--- src/rtl/uart_receiver.sv ---
// Receiver for the 7-bit serial link: start, parity, d0..d6, stop; one bit per CLKS_PER_BIT cycles.
// Define UART_RX_SYNC_EN to pass rx through a two-flop synchronizer (adds 2 cycles of latency).
module uart_receiver #(
   parameter int CLKS_PER_BIT = 1
) (
   input  logic       clk,
   input  logic       rstN,
   input  logic       rx,
   output logic [6:0] data,
   output logic       valid,
   output logic       parity_err,
   output logic       frame_err,
   output logic       busy
);

   localparam int HALF = (CLKS_PER_BIT - 1) / 2;
   localparam int CW   = (CLKS_PER_BIT > 1) ? $clog2(CLKS_PER_BIT) : 1;
   localparam logic [CW-1:0] CNT_ZERO   = {CW{1'b0}};
   localparam logic [CW-1:0] CNT_ONE    = CW'(1);
   localparam logic [CW-1:0] CNT_RELOAD = CW'(CLKS_PER_BIT - 1);
   localparam logic [CW-1:0] CNT_HALF   = CW'((HALF > 0) ? (HALF - 1) : 0);
   localparam bit HALF_ZERO = (HALF == 0);

   typedef enum logic [2:0] {
      IDLE      = 3'd0,
      START     = 3'd1,
      PARITY    = 3'd2,
      DATA      = 3'd3,
      STOP      = 3'd4,
      WAIT_IDLE = 3'd5
   } state_t;

   function automatic logic xor7(input logic [6:0] w);
      return ^w;
   endfunction

   state_t        state_r, state_s;
   logic [CW-1:0] cnt_r, cnt_s;
   logic [2:0]    idx_r, idx_s;
   logic [6:0]    shift_r, shift_s;
   logic          par_r, par_s;
   logic [6:0]    data_r, data_s;
   logic          valid_r, valid_s;
   logic          perr_r, perr_s;
   logic          ferr_r, ferr_s;
   logic          busy_r, busy_s;
   logic          rx_s;
   logic          sample_s;

`ifdef UART_RX_SYNC_EN
   logic sync1_r, sync2_r;

   // two-flop synchronizer, idles high like the line
   always_ff @(posedge clk or negedge rstN) begin
      if (!rstN) begin
         sync1_r <= 1'b1;
         sync2_r <= 1'b1;
      end else begin
         sync1_r <= rx;
         sync2_r <= sync1_r;
      end
   end

   assign rx_s = sync2_r;
`else
   assign rx_s = rx;
`endif

   assign sample_s = (cnt_r == CNT_ZERO);

   // next-state and output computation
   always_comb begin
      state_s = state_r;
      cnt_s   = cnt_r;
      idx_s   = idx_r;
      shift_s = shift_r;
      par_s   = par_r;
      data_s  = data_r;
      perr_s  = perr_r;
      ferr_s  = ferr_r;
      valid_s = 1'b0;
      busy_s  = busy_r;
      case (state_r)
         IDLE: begin
            if (!rx_s) begin
               busy_s = 1'b1;
               if (HALF_ZERO) begin
                  state_s = PARITY;
                  cnt_s   = CNT_RELOAD;
               end else begin
                  state_s = START;
                  cnt_s   = CNT_HALF;
               end
            end else begin
               busy_s = 1'b0;
            end
         end
         START: begin
            if (sample_s) begin
               if (rx_s) begin
                  state_s = IDLE;
                  busy_s  = 1'b0;
               end else begin
                  state_s = PARITY;
                  cnt_s   = CNT_RELOAD;
               end
            end else begin
               cnt_s = cnt_r - CNT_ONE;
            end
         end
         PARITY: begin
            if (sample_s) begin
               par_s   = rx_s;
               idx_s   = 3'd0;
               state_s = DATA;
               cnt_s   = CNT_RELOAD;
            end else begin
               cnt_s = cnt_r - CNT_ONE;
            end
         end
         DATA: begin
            if (sample_s) begin
               // LSB arrives first, so after seven right-shifts d0 sits at bit 0
               shift_s = {rx_s, shift_r[6:1]};
               cnt_s   = CNT_RELOAD;
               if (idx_r == 3'd6) begin
                  state_s = STOP;
               end else begin
                  idx_s = idx_r + 3'd1;
               end
            end else begin
               cnt_s = cnt_r - CNT_ONE;
            end
         end
         STOP: begin
            if (sample_s) begin
               data_s  = shift_r;
               perr_s  = par_r ^ xor7(shift_r);
               ferr_s  = ~rx_s;
               valid_s = 1'b1;
               busy_s  = 1'b0;
               state_s = rx_s ? IDLE : WAIT_IDLE;
            end else begin
               cnt_s = cnt_r - CNT_ONE;
            end
         end
         WAIT_IDLE: begin
            busy_s = 1'b0;
            if (rx_s) begin
               state_s = IDLE;
            end else begin
               state_s = WAIT_IDLE;
            end
         end
         default: begin
            state_s = IDLE;
            busy_s  = 1'b0;
         end
      endcase
   end

   // state and output registers
   always_ff @(posedge clk or negedge rstN) begin
      if (!rstN) begin
         state_r <= IDLE;
         cnt_r   <= CNT_ZERO;
         idx_r   <= 3'd0;
         shift_r <= 7'd0;
         par_r   <= 1'b0;
         data_r  <= 7'd0;
         valid_r <= 1'b0;
         perr_r  <= 1'b0;
         ferr_r  <= 1'b0;
         busy_r  <= 1'b0;
      end else begin
         state_r <= state_s;
         cnt_r   <= cnt_s;
         idx_r   <= idx_s;
         shift_r <= shift_s;
         par_r   <= par_s;
         data_r  <= data_s;
         valid_r <= valid_s;
         perr_r  <= perr_s;
         ferr_r  <= ferr_s;
         busy_r  <= busy_s;
      end
   end

   assign data       = data_r;
   assign valid      = valid_r;
   assign parity_err = perr_r;
   assign frame_err  = ferr_r;
   assign busy       = busy_r;

endmodule

--- config.mk ---
export PLATFORM = sky130hd
export DESIGN_NAME = uart_receiver
export DESIGN_NICKNAME = d
export VERILOG_FILES = /design/src/rtl/uart_receiver.sv
export SDC_FILE = /design/constraint.sdc
export NUM_CORES = 1
export LEC_CHECK = 0
export CORE_MARGIN = 2
export CORE_UTILIZATION = 30
export CTS_CLUSTER_DIAMETER = 80
export DETAILED_ROUTE_END_ITERATION = 12
export GPL_TIMING_DRIVEN = 0
export PLACE_DENSITY = 0.6
export SYNTH_ARGS = -nofsm -noshare
export SYNTH_HDL_FRONTEND = slang
export SYNTH_SLANG_ARGS = --single-unit
--- constraint.sdc ---
create_clock -name clk -period 2.92 [get_ports clk]
set_clock_uncertainty 0.05 [all_clocks]
set_input_delay 0.292 -clock clk [delete_from_list [all_inputs] [get_ports clk]]
set_output_delay 0.292 -clock clk [all_outputs]
set_load 0.01 [all_outputs]
# Word-level counts from Yosys, hierarchy flattened

Cells that the tools add are included.

Register bits after elaboration: 26
Input port bits: 3
Output and inout port bits: 11
Word-level logic and storage cells: 66

$add $sub $neg: 2
Equal/unequal tests: 14
Multiplexer cells: 23
Bitwise operators: 4
Reductions and logical operators: 13

Operators with widths:

| operator                                      | number |
|---|---|
| 2-to-1 mux 3 bit                              | 10 |
| one-hot mux 3 bit (6 select lines)            | 1 |
| != test 2 bit, second input constant          | 8 |
| == test 3 bit, second input constant          | 3 |
| 2-to-1 mux 1 bit                              | 8 |
| AND reduction 2 bit                           | 4 |
| AND reduction 4 bit                           | 2 |
| parity 7 bit                                  | 1 |
| == test 3 x 2 -> 1 bit, second input constant | 2 |
| one-hot mux 3 bit (2 select lines)            | 1 |
| AND reduction 6 bit                           | 1 |
| one-hot mux 1 bit (4 select lines)            | 1 |
| nonzero test 2 bit                            | 2 |
| OR reduction 4 bit                            | 1 |
| adder 3 x 1 -> 3 bit, second input constant   | 1 |
| == test 3 x 1 -> 1 bit, second input constant | 1 |
| zero test 3 bit                               | 1 |
| inverter 1 bit                                | 3 |
| 2-to-1 mux 2 bit                              | 1 |
| one-hot mux 1 bit (2 select lines)            | 1 |
| OR reduction 2 bit                            | 1 |
| subtractor 1 bit, second input constant       | 1 |
| XOR 1 bit                                     | 1 |

# Longest topological paths before layout

Gate-level depths: netlist of the first run.

Word-level depth: 4
Depth in mapped cells: 6
Gate-level depth less buffers: 6

# Worst setup path before layout of the first run

No wires, ideal clock.

Kind: reg2reg
From: reg state_r[0]
To: reg data_r[0] (netlist: data[0])
Setup time: 0.128 ns
Arrival time: 1.180 ns
Data required time: 2.742 ns
Path slack: 1.562 ns
Cell stages (with the launch flop): 5
Path buffers: 2
Clock period less this slack: 1.358 ns
Cells stage by stage: dfrtp_1 buf_6 nor3b_2 buf_4 mux2_1

Word-level cells in the longest chain between the ends: 2

Ends and longest elaborated chain:

| item                                 | line | text |
|---|---|---|
| start: declaration                   | 37   | `state_t state_r, state_s;` |
| start signal: assignment             | 176  | `state_r <= state_s;` |
| == test 3 bit                        | 83   | `case (state_r)` |
| AND reduction 2 bit (no source line) | -    |  |
| end signal: assignment               | 181  | `data_r <= data_s;` |
| end: declaration                     | 42   | `logic [6:0] data_r, data_s;` |

No other way between the ends.
A chain may end at the register's enable or synchronous reset.

# Final worst setup path of the first run

From: reg busy_r (netlist: busy)
To: out busy

RTL lines:

| item                     | line | text |
|---|---|---|
| start: declaration       | 46   | `logic busy_r, busy_s;` |
| start signal: assignment | 185  | `busy_r <= busy_s;` |
| end: declaration         | 13   | `output logic busy` |

No word-level cell between the ends.

==> key figures, run 1 <==
Layout
  – Layout cells sized above 1: 19.2%
  – Layout Nets: 105
  – Register area: 626 µm²
  – Fin area: 0.00135 mm²
  – Area Growth Syn to Fin: 21.3%
  – Fin cells: 147
  – Multi-input logic area: 458 µm²
  – Inserted Diodes: 0
  – Layout fillers: 353

Worst setup path
  – Critical Path Sink Type: output port
  – CP max FO: 2
  – Setup Crit Path Kind: reg -> out
  – Critical Path Source Type: flip-flop
  – Req. time, crit path: 2580 ps
  – R2r setup slk: 1470 ps
  – Critical path's top delay family: buffers and inverters
  – Slowest CP cell: clkdlybuf4s50_1
  – CP max stage delay: 550 ps
  – CP arrival: 1180 ps
  – Buf/Inv on CP: 1
  – Cell Chain, Critical Path: clkdlybuf4s50_1

Timing
  – Fmax: 659 MHz
  – RSZ-0062 raised after global routing: false
  – Measured slew at the worst slew-check pin: 1130 ps
  – TNS Setup: 0 ps
  – Worst setup margin: 1400 ps
  – Final hold vios: 0
  – Final Critical Period: 1520 ps
  – Fin crit share: 52.0%
  – Slew margin rel.: 24.6%
  – Fin. max-slew vios: 0
  – Final setup viols: 0

Drt
  – Via count: 654
  – DRC Markers: 0
  – Via/cell ratio: 4.45
  – Drt total wl: 1.72 mm
  – Starting DRT DRC Count: 27
  – Post-route ant nets: 0
  – Number of detailed-route iterations in the first pass: 4
  – Routed len/inst: 11.7 µm

Placement
  – Inst Count DP: 143
  – Post-DP Area: 0.00130 mm²
  – DP Wirelength: 1.25 mm
  – Setup WS pre-CTS: 1170 ps
  – GP Congestion: 0.688
  – PortBufs: 13

Die
  – I/O pin count: 14
  – Area of the core: 0.00361 mm²
  – Die ar.: 0.00420 mm²
  – Die Y: 64.8 µm
  – # rows: 22
  – Initial Util: 30.8%
  – Die W: 64.8 µm

Global route
  – Vias in the first global route: 687
  – First-pass GRT wire length: 3.10 mm
  – Initial antenna violation count: 0
  – Global router's overall resource usage: 9.97%
  – Largest net degree at the start of global routing: 26
  – Grt ovf: 0

Yosys
  – Syn Inst Count: 82
  – Post-synthesis adder-cell area fraction: 2.25%
  – Simple-gate share of the synthesized area: 10.8%
  – Synthesized Nets: 87
  – Post-Syn Area: 0.00111 mm²
  – Mux share of post-synthesis cell area: 18.5%
  – Largest family of logic cells by synthesized area: multiplexers
  – Cell variety after synth: 27
  – Avg Cell Area, Syn: 13.5 µm²
  – Seq/Total Area, Yosys: 56.4%
  – Xor and xnor fraction of the mapped netlist area: 5.52%
  – Synth Register Bits: 25
  – Post-synthesis compound-gate area fraction: 4.17%
  – Yosys warns: 0

Clock network
  – Clock root buffer: clkbuf_8
  – Clock sinks: 25
  – Post-CTS Resized: 0
  – H-Tree Depth: 1
  – Max Root-Sink Buffers: 2
  – CTS tree: done
  – Number of CTS-inserted buffers: 3
  – Setup bufs post-CTS: 0
  – Post-CTS Hold Fix Bufs: 0
  – Clock slew at reported path FFs: 80 ps
  – Worst skew pair latency: 260 ps

Power
  – Leak: 0.000607 µW
  – Peak supply drop: 0.232 mV
  – Power per cell area: 1080 mW/mm²

Run status
  – Status: finished, final reports clean

Run
  – Max-Cap Viols: 0

Hold path
  – Worst min-delay path class: reg -> reg
Yosys cell counts:
library cell / instances / area (µm²)
xnor2_1: 7 / 61.3
mux2_2: 2 / 22.5
mux2_1: 6 / 67.6
nor3_1: 2 / 10.0
nor3b_2: 1 / 12.5
mux2i_1: 1 / 10.0
nand2_1: 3 / 11.3
dfrtp_1: 25 / 626
nand3_1: 1 / 5.00
inv_1: 2 / 7.51
buf_6: 1 / 11.3
ha_1: 2 / 25.0
nor2b_1: 1 / 6.26
and2_1: 1 / 6.26
and3_1: 1 / 6.26
o21ai_0: 3 / 15.0
buf_4: 1 / 7.51
mux2_4: 7 / 105
o31ai_1: 1 / 7.51
a21oi_1: 3 / 15.0
and2b_4: 1 / 10.0
nand2b_1: 1 / 6.26
a311oi_1: 1 / 8.76
or3b_2: 1 / 8.76
nand3b_1: 1 / 7.51
nor2_1: 5 / 18.8
nand2_4: 1 / 11.3
sequential cells by signal, indices dropped and copies added, names as in the netlist:
register    count
busy            1
data            7
frame_err       1
idx_r           3
par_r           1
parity_err      1
shift_r         7
state_r         3
valid           1
power breakdown:
| part | leakage [µW] | internal [µW] | total [µW] | switching, µW |
|---|---|---|---|---|
| Clock | 0.0000255 | 95.1 | 198 | 103 |
| Sequential | 0.000310 | 482 | 594 | 112 |
| Combinational | 0.000271 | 400 | 657 | 256 |
| Total | 0.000607 | 977 | 1450 | 471 |
path summary, 6_finish.rpt:
kind | startpoint | to | cells after the start
min in group asynchronous | rstN | data[0] | 1
max in group asynchronous | rstN | data[3] | 1
setup reg to reg | state_r[0] | data[0] | 4
hold / removal | data[3] | data[3] | 1
hold reg to reg | data[3] | data[3] | 1
setup / recovery | busy | busy | 1
cell families after synthesis:
kind of cell | count (synthesis)
mux | 16
fa+ha+maj | 2
xor+xnor | 7
buf+inv | 4
compound gates | 8
flops | 25
simple gates | 20
area by class of cell:
class                      instances  area share (%)
timing repair buffer              13            9.67
multi-input combinational         53            34.0
tap                               48            4.46
inverter                           2           0.558
sequential                        25            46.5
clock inverter                     1           0.372
clock buffer                       3            3.07
buffer                             2            1.39
routing by layer:
layer / vias up / track usage (%) / share of wire (%) / wire length [µm]
li1: 317 / - / - / -
met1: 326 / 11.1 / 45 / 782
met2: 9 / 16.8 / 50 / 864
met3: 2 / 2.60 / 2.9 / 50
met4: 0 / 6.38 / 1.3 / 23
met5: - / 0 / 0 / 0
stage by stage:
step	util (%)	hold WS [ps]	power, µW
after floorplan	-	-53.6	1080
after global routing	37.3	465	1570
after global placement	36.1	417	1250
after detailed placement	36.1	426	1270
final	37.3	441	1450
after CTS	37.3	447	1480
layout by cell type, fill, tap and decap left out, types with 2 or more instances in the layout:
| cell type | count |
|---|---|
| inv_1 | 2 |
| clkdlybuf4s50_1 | 13 |
| xnor2_1 | 7 |
| nor2_1 | 5 |
| o21ai_0 | 3 |
| nand2_1 | 3 |
| nor3_1 | 2 |
| mux2_1 | 6 |
| mux2_2 | 2 |
| a21oi_1 | 3 |
| ha_1 | 2 |
| mux2_4 | 7 |
| dfrtp_1 | 25 |
| clkbuf_8 | 3 |
Power figures use the tool's default switching activity.
==> run 2: changes to the inputs <==
==> constraint.sdc (replaced) <==
create_clock -name clk -period 1.5 [get_ports clk]
set_clock_uncertainty 0.05 [all_clocks]
set_input_delay 0.15 -clock clk [delete_from_list [all_inputs] [get_ports clk]]
set_output_delay 0.15 -clock clk [all_outputs]
set_load 0.01 [all_outputs]
==> key figures, run 2 (synthesized netlist as in run 1, its figures left out) <==
Run
  – Max-Cap Viols: 0 (unchanged)

Placement
  – PortBufs: 13 (unchanged)
  – DP Wirelength: 1.25 mm (unchanged)
  – GP Congestion: 0.688 (unchanged)
  – Setup WS pre-CTS: -106 ps (-1280 ps)

Timing
  – RSZ-0062 raised after global routing: false
  – Fin. max-slew vios: 0 (unchanged)
  – Final Critical Period: 1430 ps
  – Final setup viols: 0 (unchanged)
  – Fin crit share: 95.4%
  – Final hold vios: 0 (unchanged)
  – Fmax: 699 MHz
  – Worst setup margin: 68.9 ps (-1330 ps)
  – Slew margin rel.: 24.6% (about the same)
  – Measured slew at the worst slew-check pin: 1130 ps (-0.172 ps)

Global route
  – Initial antenna violation count: 0 (unchanged)
  – Global router's overall resource usage: 9.97% (unchanged)
  – Vias in the first global route: 687 (unchanged)
  – Grt ovf: 0 (unchanged)
  – First-pass GRT wire length: 3.10 mm (unchanged)
  – Largest net degree at the start of global routing: 26 (unchanged)

Drt
  – Via/cell ratio: 4.45 (unchanged)
  – Drt total wl: 1.72 mm (unchanged)
  – Post-route ant nets: 0 (unchanged)
  – Routed len/inst: 11.7 µm (unchanged)
  – Number of detailed-route iterations in the first pass: 4 (unchanged)
  – DRC Markers: 0 (unchanged)
  – Starting DRT DRC Count: 27 (unchanged)
  – Via count: 654 (unchanged)

Worst setup path
  – CP max stage delay: 380 ps (-170 ps)
  – CP arrival: 1530 ps (+350 ps)
  – Setup Crit Path Kind: reg -> reg
  – Top cell by count, worst path: buf_6
  – Req. time, crit path: 1600 ps (-980 ps)
  – Critical Path Sink Type: flip-flop
  – Cell Chain, Critical Path: buf_6 > nor3b_2 > buf_6 > mux2_1
  – R2r setup slk: 70 ps (-1400 ps)
  – CP max FO: 10 (+8)
  – Slowest CP cell: dfrtp_1
  – Critical Path Source Type: flip-flop

Power
  – Power per cell area: 2090 mW/mm² (+94%)
  – Leak: 0.000608 µW (+0.12%)
  – Peak supply drop: 0.452 mV (+95%)
  – Tot Pwr: 2820 µW (+95%)

Clock network
  – CTS tree: done
  – Max Root-Sink Buffers: 2 (unchanged)
  – Clock slew at reported path FFs: 80 ps (about the same)
  – H-Tree Depth: 1 (unchanged)
  – Worst skew pair latency: 260 ps (about the same)
  – Number of CTS-inserted buffers: 3 (unchanged)
  – Clock root buffer: clkbuf_8
  – Clock sinks: 25 (unchanged)

Hold path
  – Worst min-delay path class: in -> async

Layout
  – Layout Nets: 105 (unchanged)
  – Most frequent cells in the layout: dfrtp_1, clkdlybuf4s50_1, mux2_4, xnor2_1, mux2_1
  – Multi-input logic area: 458 µm² (unchanged)
  – Area Growth Syn to Fin: 21.6%
  – Inserted Diodes: 0 (unchanged)
  – Register area: 626 µm² (unchanged)
  – Layout fillers: 354 (+0.28%)
  – Layout cells sized above 1: 19.2% (unchanged)
  – Commonest non-fill, non-tap cell in the layout: dfrtp_1

Die
  – I/O pin count: 14 (unchanged)
  – Die ar.: 0.00420 mm² (unchanged)
  – Initial Util: 30.8% (unchanged)
  – Area of the core: 0.00361 mm² (unchanged)
  – Die W: 64.8 µm (unchanged)
  – Die Y: 64.8 µm (unchanged)
  – # rows: 22 (unchanged)

Run status
  – Status: finished, final reports clean
run 2: cell counts in the layout (fill, tap and decap cells not counted):
Identical to the previous run, type by type.
run 2: where the power goes:
| group | leakage (µW) | total (µW) | internal (µW) | switching (µW) |
|---|---|---|---|---|
| Clock | 0.0000255 | 385 | 185 | 200 |
| Combinational | 0.000272 | 1280 | 779 | 499 |
| Sequential | 0.000310 | 1160 | 938 | 219 |
run 2: path summary, 6_finish.rpt:
path / start / endpoint / depth (start not counted)
max: state_r[0] / data[0] / 4
max reg2reg: state_r[0] / data[0] / 4
min: rstN / data[0] / 1
min reg2reg: data[3] / data[3] / 1
max in group asynchronous: rstN / data[3] / 1
min in group clk: data[3] / data[3] / 1
run 2: stage by stage:
step | area [µm²] | util [%] | cells | hold WS (ps) | TNS (ps)
CTS | 1350 | 37.3 | 147 | 447 | 0
global placement | 1300 | 36.1 | 143 | 417 | -1440
detailed placement | 1300 | 36.1 | 143 | 426 | -2630
global route | 1350 | 37.4 | 147 | 465 | 0
floorplan | 1110 | - | 82 | -196 | 0
finish | 1350 | 37.4 | 147 | 438 | 0
run 2: cell type report:
cell class,instances,share of cell area [%]
Sequential cell,25,46.3
Multi-Input combinational cell,53,33.9
Timing Repair Buffer,13,9.64
Tap cell,48,4.45
Clock buffer,3,3.06
Buffer,2,1.67
Inverter,2,0.556
Clock inverter,1,0.371
run 2: critical path: cells and delay by family (launching register included):
| family | cells | cell delay [ps] |
|---|---|---|
| buf+inv | 2 | 330 |
| flops | 1 | 380 |
| mux | 1 | 320 |
| simple gates | 1 | 240 |
run 2: metal layers:
layer  part of all wire, %  global-route usage, %  vias to the layer above
met5                     0                      0                        -
met4                   1.3                   6.38                        0
met3                   2.9                   2.60                        2
met2                    50                   16.8                        9
met1                    45                   11.1                      326
li1                      -                      -                      317
run 2: timing repair:
action                                  4_1_cts  5_1_grt
hold endpoints to repair                      0        0
hold buffers                                  0        0
endpoints found under the setup margin        0        5
buffers inserted                              0        0
gates resized for setup                       0        1
==> run 3: changes to the inputs <==
--- a/config.mk
+++ b/config.mk
@@ -5,6 +5,7 @@
 export SDC_FILE = /design/constraint.sdc
 export NUM_CORES = 1
 export LEC_CHECK = 0
+export CAP_MARGIN = 10
 export CORE_MARGIN = 2
 export CORE_UTILIZATION = 30
 export CTS_CLUSTER_DIAMETER = 80
==> key figures, run 3 (synthesized netlist as in run 1, its figures left out) <==
Clock network
  – Clock slew at reported path FFs: 80 ps (about the same)
  – Post-CTS Hold Fix Bufs: 0 (unchanged)
  – Max Root-Sink Buffers: 2 (unchanged)
  – H-Tree Depth: 1 (unchanged)
  – Clock root buffer: clkbuf_8
  – Clock sinks: 25 (unchanged)
  – Number of CTS-inserted buffers: 3 (unchanged)
  – Setup bufs post-CTS: 0 (unchanged)
  – Worst skew pair latency: 260 ps (about the same)
  – CTS tree: done

Global route
  – Global router's overall resource usage: 9.97% (unchanged)
  – Most crowded layer after global routing: met2
  – Vias in the first global route: 687 (unchanged)
  – First-pass GRT wire length: 3.10 mm (unchanged)
  – Met1 usage: 11.1% (unchanged)
  – Largest net degree at the start of global routing: 26 (unchanged)
  – M2 GR Usage: 16.8% (unchanged)
  – Initial antenna violation count: 0 (unchanged)
  – Grt ovf: 0 (unchanged)
  – M3 GR Usage: 2.60% (unchanged)

Drt
  – DRC Markers: 0 (unchanged)
  – Starting DRT DRC Count: 22 (-19%)
  – Via count: 646 (-1.2%)
  – Number of detailed-route iterations in the first pass: 4 (unchanged)
  – Post-route ant nets: 0 (unchanged)
  – Routed len/inst: 11.6 µm (-1.1%)
  – Via/cell ratio: 4.36 (-1.9%)
  – Drt total wl: 1.71 mm (-0.41%)

Timing
  – Fmax: 697 MHz (-0.21%)
  – Slew margin rel.: 60.7% (+36 points)
  – Final hold vios: 0 (unchanged)
  – Final setup viols: 0 (unchanged)
  – Fin crit share: 95.6% (+0.20 points)
  – Final Critical Period: 1430 ps (+3.04 ps)
  – RSZ-0062 raised after global routing: false
  – Fin. max-slew vios: 0 (unchanged)
  – Measured slew at the worst slew-check pin: 588 ps (-540 ps)

Placement
  – DP Wirelength: 1.25 mm (unchanged)
  – PortBufs: 13 (unchanged)
  – GP Congestion: 0.688 (unchanged)
  – Inst Count DP: 143 (unchanged)

Layout
  – Layout Nets: 106 (+0.95%)
  – Commonest non-fill, non-tap cell in the layout: dfrtp_1
  – Area Growth Syn to Fin: 23.0%
  – Fin cells: 148 (+0.68%)
  – Layout cells sized above 1: 20.0% (+0.81 points)
  – Inserted Diodes: 0 (unchanged)
  – Most frequent cells in the layout: dfrtp_1, clkdlybuf4s50_1, mux2_4, xnor2_1, mux2_1
  – Final core utilization: 37.9% (+0.42 points)
  – Layout fillers: 352 (-0.56%)

Worst setup path
  – Top cell by count, worst path: buf_6
  – Setup Crit Path Kind: reg -> reg
  – Critical Path Sink Type: flip-flop
  – Cell Chain, Critical Path: buf_6 > nor3b_2 > buf_6 > mux2_1
  – CP arrival: 1530 ps (about the same)
  – Critical Path Source Type: flip-flop
  – Slowest CP cell: dfrtp_1
  – Req. time, crit path: 1600 ps (about the same)
  – CP max stage delay: 380 ps (about the same)
  – CP max FO: 10 (unchanged)

Die
  – Area of the core: 0.00361 mm² (unchanged)
  – # rows: 22 (unchanged)
  – Die W: 64.8 µm (unchanged)
  – Die ar.: 0.00420 mm² (unchanged)
  – I/O pin count: 14 (unchanged)
  – Die Y: 64.8 µm (unchanged)
  – Initial Util: 30.8% (unchanged)

Power
  – Tot Pwr: 2820 µW (about the same)
  – Peak supply drop: 0.452 mV (-0.12%)
  – Leak: 0.000615 µW (+1.2%)
  – Power per cell area: 2070 mW/mm² (-1.1%)

Hold path
  – Worst min-delay path class: in -> async

Run status
  – Status: finished, final reports clean

Run
  – Max-Cap Viols: 0 (unchanged)
-- run 3: changes by cell type in the layout (fill, tap and decap cells not counted) --
cell / previous run / this run
buf_8: 0 / 1
-- run 3: critical path: cells and delay by family (launching register included) --
family	cells	cell delay (ps)
and+or+nand+nor	1	240
muxes	1	320
buffers and inverters	2	330
DFF	1	380
-- run 3: area by class of cell --
| cell class | instances | area [µm²] | area share [%] |
|---|---|---|---|
| plain buffers | 2 | 22.5 | 1.65 |
| clock buffers | 3 | 41.3 | 3.02 |
| clock inverters | 1 | 5.00 | 0.367 |
| inverters | 2 | 7.51 | 0.550 |
| multi-input cells | 53 | 458 | 33.5 |
| flip-flops and latches | 25 | 626 | 45.8 |
| well taps | 48 | 60.1 | 4.40 |
| repair buffers | 14 | 145 | 10.6 |
-- run 3: final timing paths --
kind | from | end | slack (ps) | cells after the start
max | state_r[0] | data[0] | 70 | 4
min | rstN | parity_err | 210 | 1
max reg2reg | state_r[0] | data[0] | 70 | 4
min reg2reg | data[3] | data[3] | 440 | 1
max in group asynchronous | rstN | shift_r[2] | 700 | 2
min in group clk | data[3] | data[3] | 440 | 1
-- run 3: what timing repair did --
action | in CTS | in global routing
hold endpoints to repair | 0 | 0
gates resized for setup | 0 | 1
endpoints found under the setup margin | 0 | 5
-- run 3: power by group --
group	leakage (µW)	internal (µW)	switching, µW
Clock	0.0000255	185	196
Sequential	0.000310	938	218
Combinational	0.000279	783	499
Total	0.000615	1910	913
-- run 3: routing by layer --
layer  routed length, µm  vias to the layer above
met5                   0                        -
met4                  23                        0
met3                  50                        2
met2                 870                        9
met1                 768                      316
li1                    -                      319
-- run 3: through the flow --
stage / hold slack (ps) / setup TNS [ps] / worst slack [ps] / instance area (µm²)
2_1_floorplan: -196 / 0 / 142 / 1110
3_3_place_gp: 417 / -1440 / -58.2 / 1300
3_5_place_dp: 426 / -2630 / -106 / 1300
4_1_cts: 447 / 0 / 39.0 / 1350
5_1_grt: 247 / 0 / 6.89 / 1370
6_report: 207 / 0 / 65.9 / 1370
==> RTL edit (flow settings as in run 2) <==
Encoding of `state_t`: now one-hot (6 bits for 6 states).
--- a/src/rtl/uart_receiver.sv
+++ b/src/rtl/uart_receiver.sv
@@ -23,9 +23,9 @@
 
-   typedef enum logic [2:0] {
-      IDLE      = 3'd0,
-      START     = 3'd1,
-      PARITY    = 3'd2,
-      DATA      = 3'd3,
-      STOP      = 3'd4,
-      WAIT_IDLE = 3'd5
+   typedef enum logic [5:0] {
+      IDLE      = 6'b000001,
+      START     = 6'b000010,
+      PARITY    = 6'b000100,
+      DATA      = 6'b001000,
+      STOP      = 6'b010000,
+      WAIT_IDLE = 6'b100000
    } state_t;
Formal check against the unedited RTL: no difference found for any inputs over 10 cycles, from zero or initial values and one cycle with rstN low; not proved beyond that.
==> RTL edit against run 2 <==
- cell count rose by 17%
- worst setup slack worse by 53 ps
- area after synthesis increased by 13%
- design area up 18%
- sequential cell count grew 2
- wire length rose by 35%
- total power fell by 24%
- combinational power fell by 47%
- critical endpoint is now data[5]
- largest cell class unchanged
==> RTL edit: results <==
group,metric,value,unit
outcome,status,"finished clean",
placement,place_congestion,0.773,
power,pg_comb,0.683,mW
cts,cts_buffers,3,
route,vias_per_cell,4.70,
cts,max-clock-path-buffers,2,
synth,ys_seq_area_share,54.2,%
synth,synth_area_leaders,"dfrtp_1, mux2_2, xnor2_1, mux2_4, buf_6",
global_route,grt_max_degree,28,
global_route,grt_pass1_wl,3860,um
cts,clk_pin_slew,100,ps
layout,drive_above_1_share,36.1,%
cts,cts_resized,5,
global_route,grt_pass1_vias,817,
power,power-per-cell-area,1350,mW/mm^2
global_route,track_usage,11.2,%
power,p_seq_share,48.1,%
cts,postCtsSetupRepairBufs,3,
synth,synth_ff_type,"dfrtp_1",
placement,placed_cell_area,0.00144,mm^2
route,wl_per_cell,13.5,um
worst_setup_path,r2r_start,"state_r[5]",
worst_setup_path,cp_slowest_cell,"dfrtp_2",
power,leakage,0.708,nW
route,drt_iter0_markers,6,
layout,fin_nets,128,
synth,syn_nets,101,
synth,synth.distinct_cells,30,
worst_setup_path,r2r-end,"data[5]",
layout,nFillCells,389,
synth,yosys-top-cells-count,"dfrtp_1, mux2_2, xnor2_1",
worst_setup_path,crit_path_max_fanout,5,
power,switching_share,32.8,%
power,vdd_drop_max,0.000677,V
==> RTL edit: per-stage QoR <==
| stage | hold WS, ps | cells | worst slack [ps] | power [mW] |
|---|---|---|---|---|
| final | 357 | 172 | 15.7 | 2.14 |
| after global routing | 424 | 172 | -40.5 | 2.27 |
| after CTS | 468 | 167 | -37.0 | 2.14 |
| after detailed placement | 446 | 159 | -189 | 1.69 |
| after global placement | 437 | 159 | -174 | 1.66 |
| after floorplan | -196 | 96 | 53.5 | 1.53 |
==> RTL edit: area by class of cell <==
| class | count | area (um^2) | area share (%) |
|---|---|---|---|
| flip-flops and latches | 27 | 681 | 42.9 |
| multi-input cells | 62 | 554 | 34.9 |
| repair buffers | 23 | 200 | 12.6 |
| well taps | 50 | 62.6 | 3.94 |
| clock buffers | 3 | 41.3 | 2.60 |
| plain buffers | 3 | 30.0 | 1.89 |
| inverters | 3 | 11.3 | 0.709 |
| clock inverters | 1 | 7.51 | 0.473 |
==> RTL edit: cell families (layout without fill, tap and decap cells) <==
group	after synthesis	count (layout)	synth area share, %
multiplexers	17	17	16.0
AND/OR/NAND/NOR	25	25	12.6
adder cells (fa/ha/maj)	2	2	2.00
flip-flops	27	27	54.2
XOR/XNOR	9	9	6.31
buffers and inverters	7	33	4.21
AO/OA/AOI/OAI	9	9	4.61
==> RTL edit: worst max-delay path: cells and delay by family (launching register included) <==
kind,cells,cell delay [ps]
buffers and inverters,1,180
DFF,1,450
muxes,1,330
and+or+nand+nor,2,370
==> RTL edit: layer usage <==
layer	vias to the layer above	GRT usage (%)	wire length, um
li1	385	-	-
met1	400	14.8	1070
met2	19	18.0	1130
met3	4	2.44	99
met4	0	3.75	21
met5	-	0	0
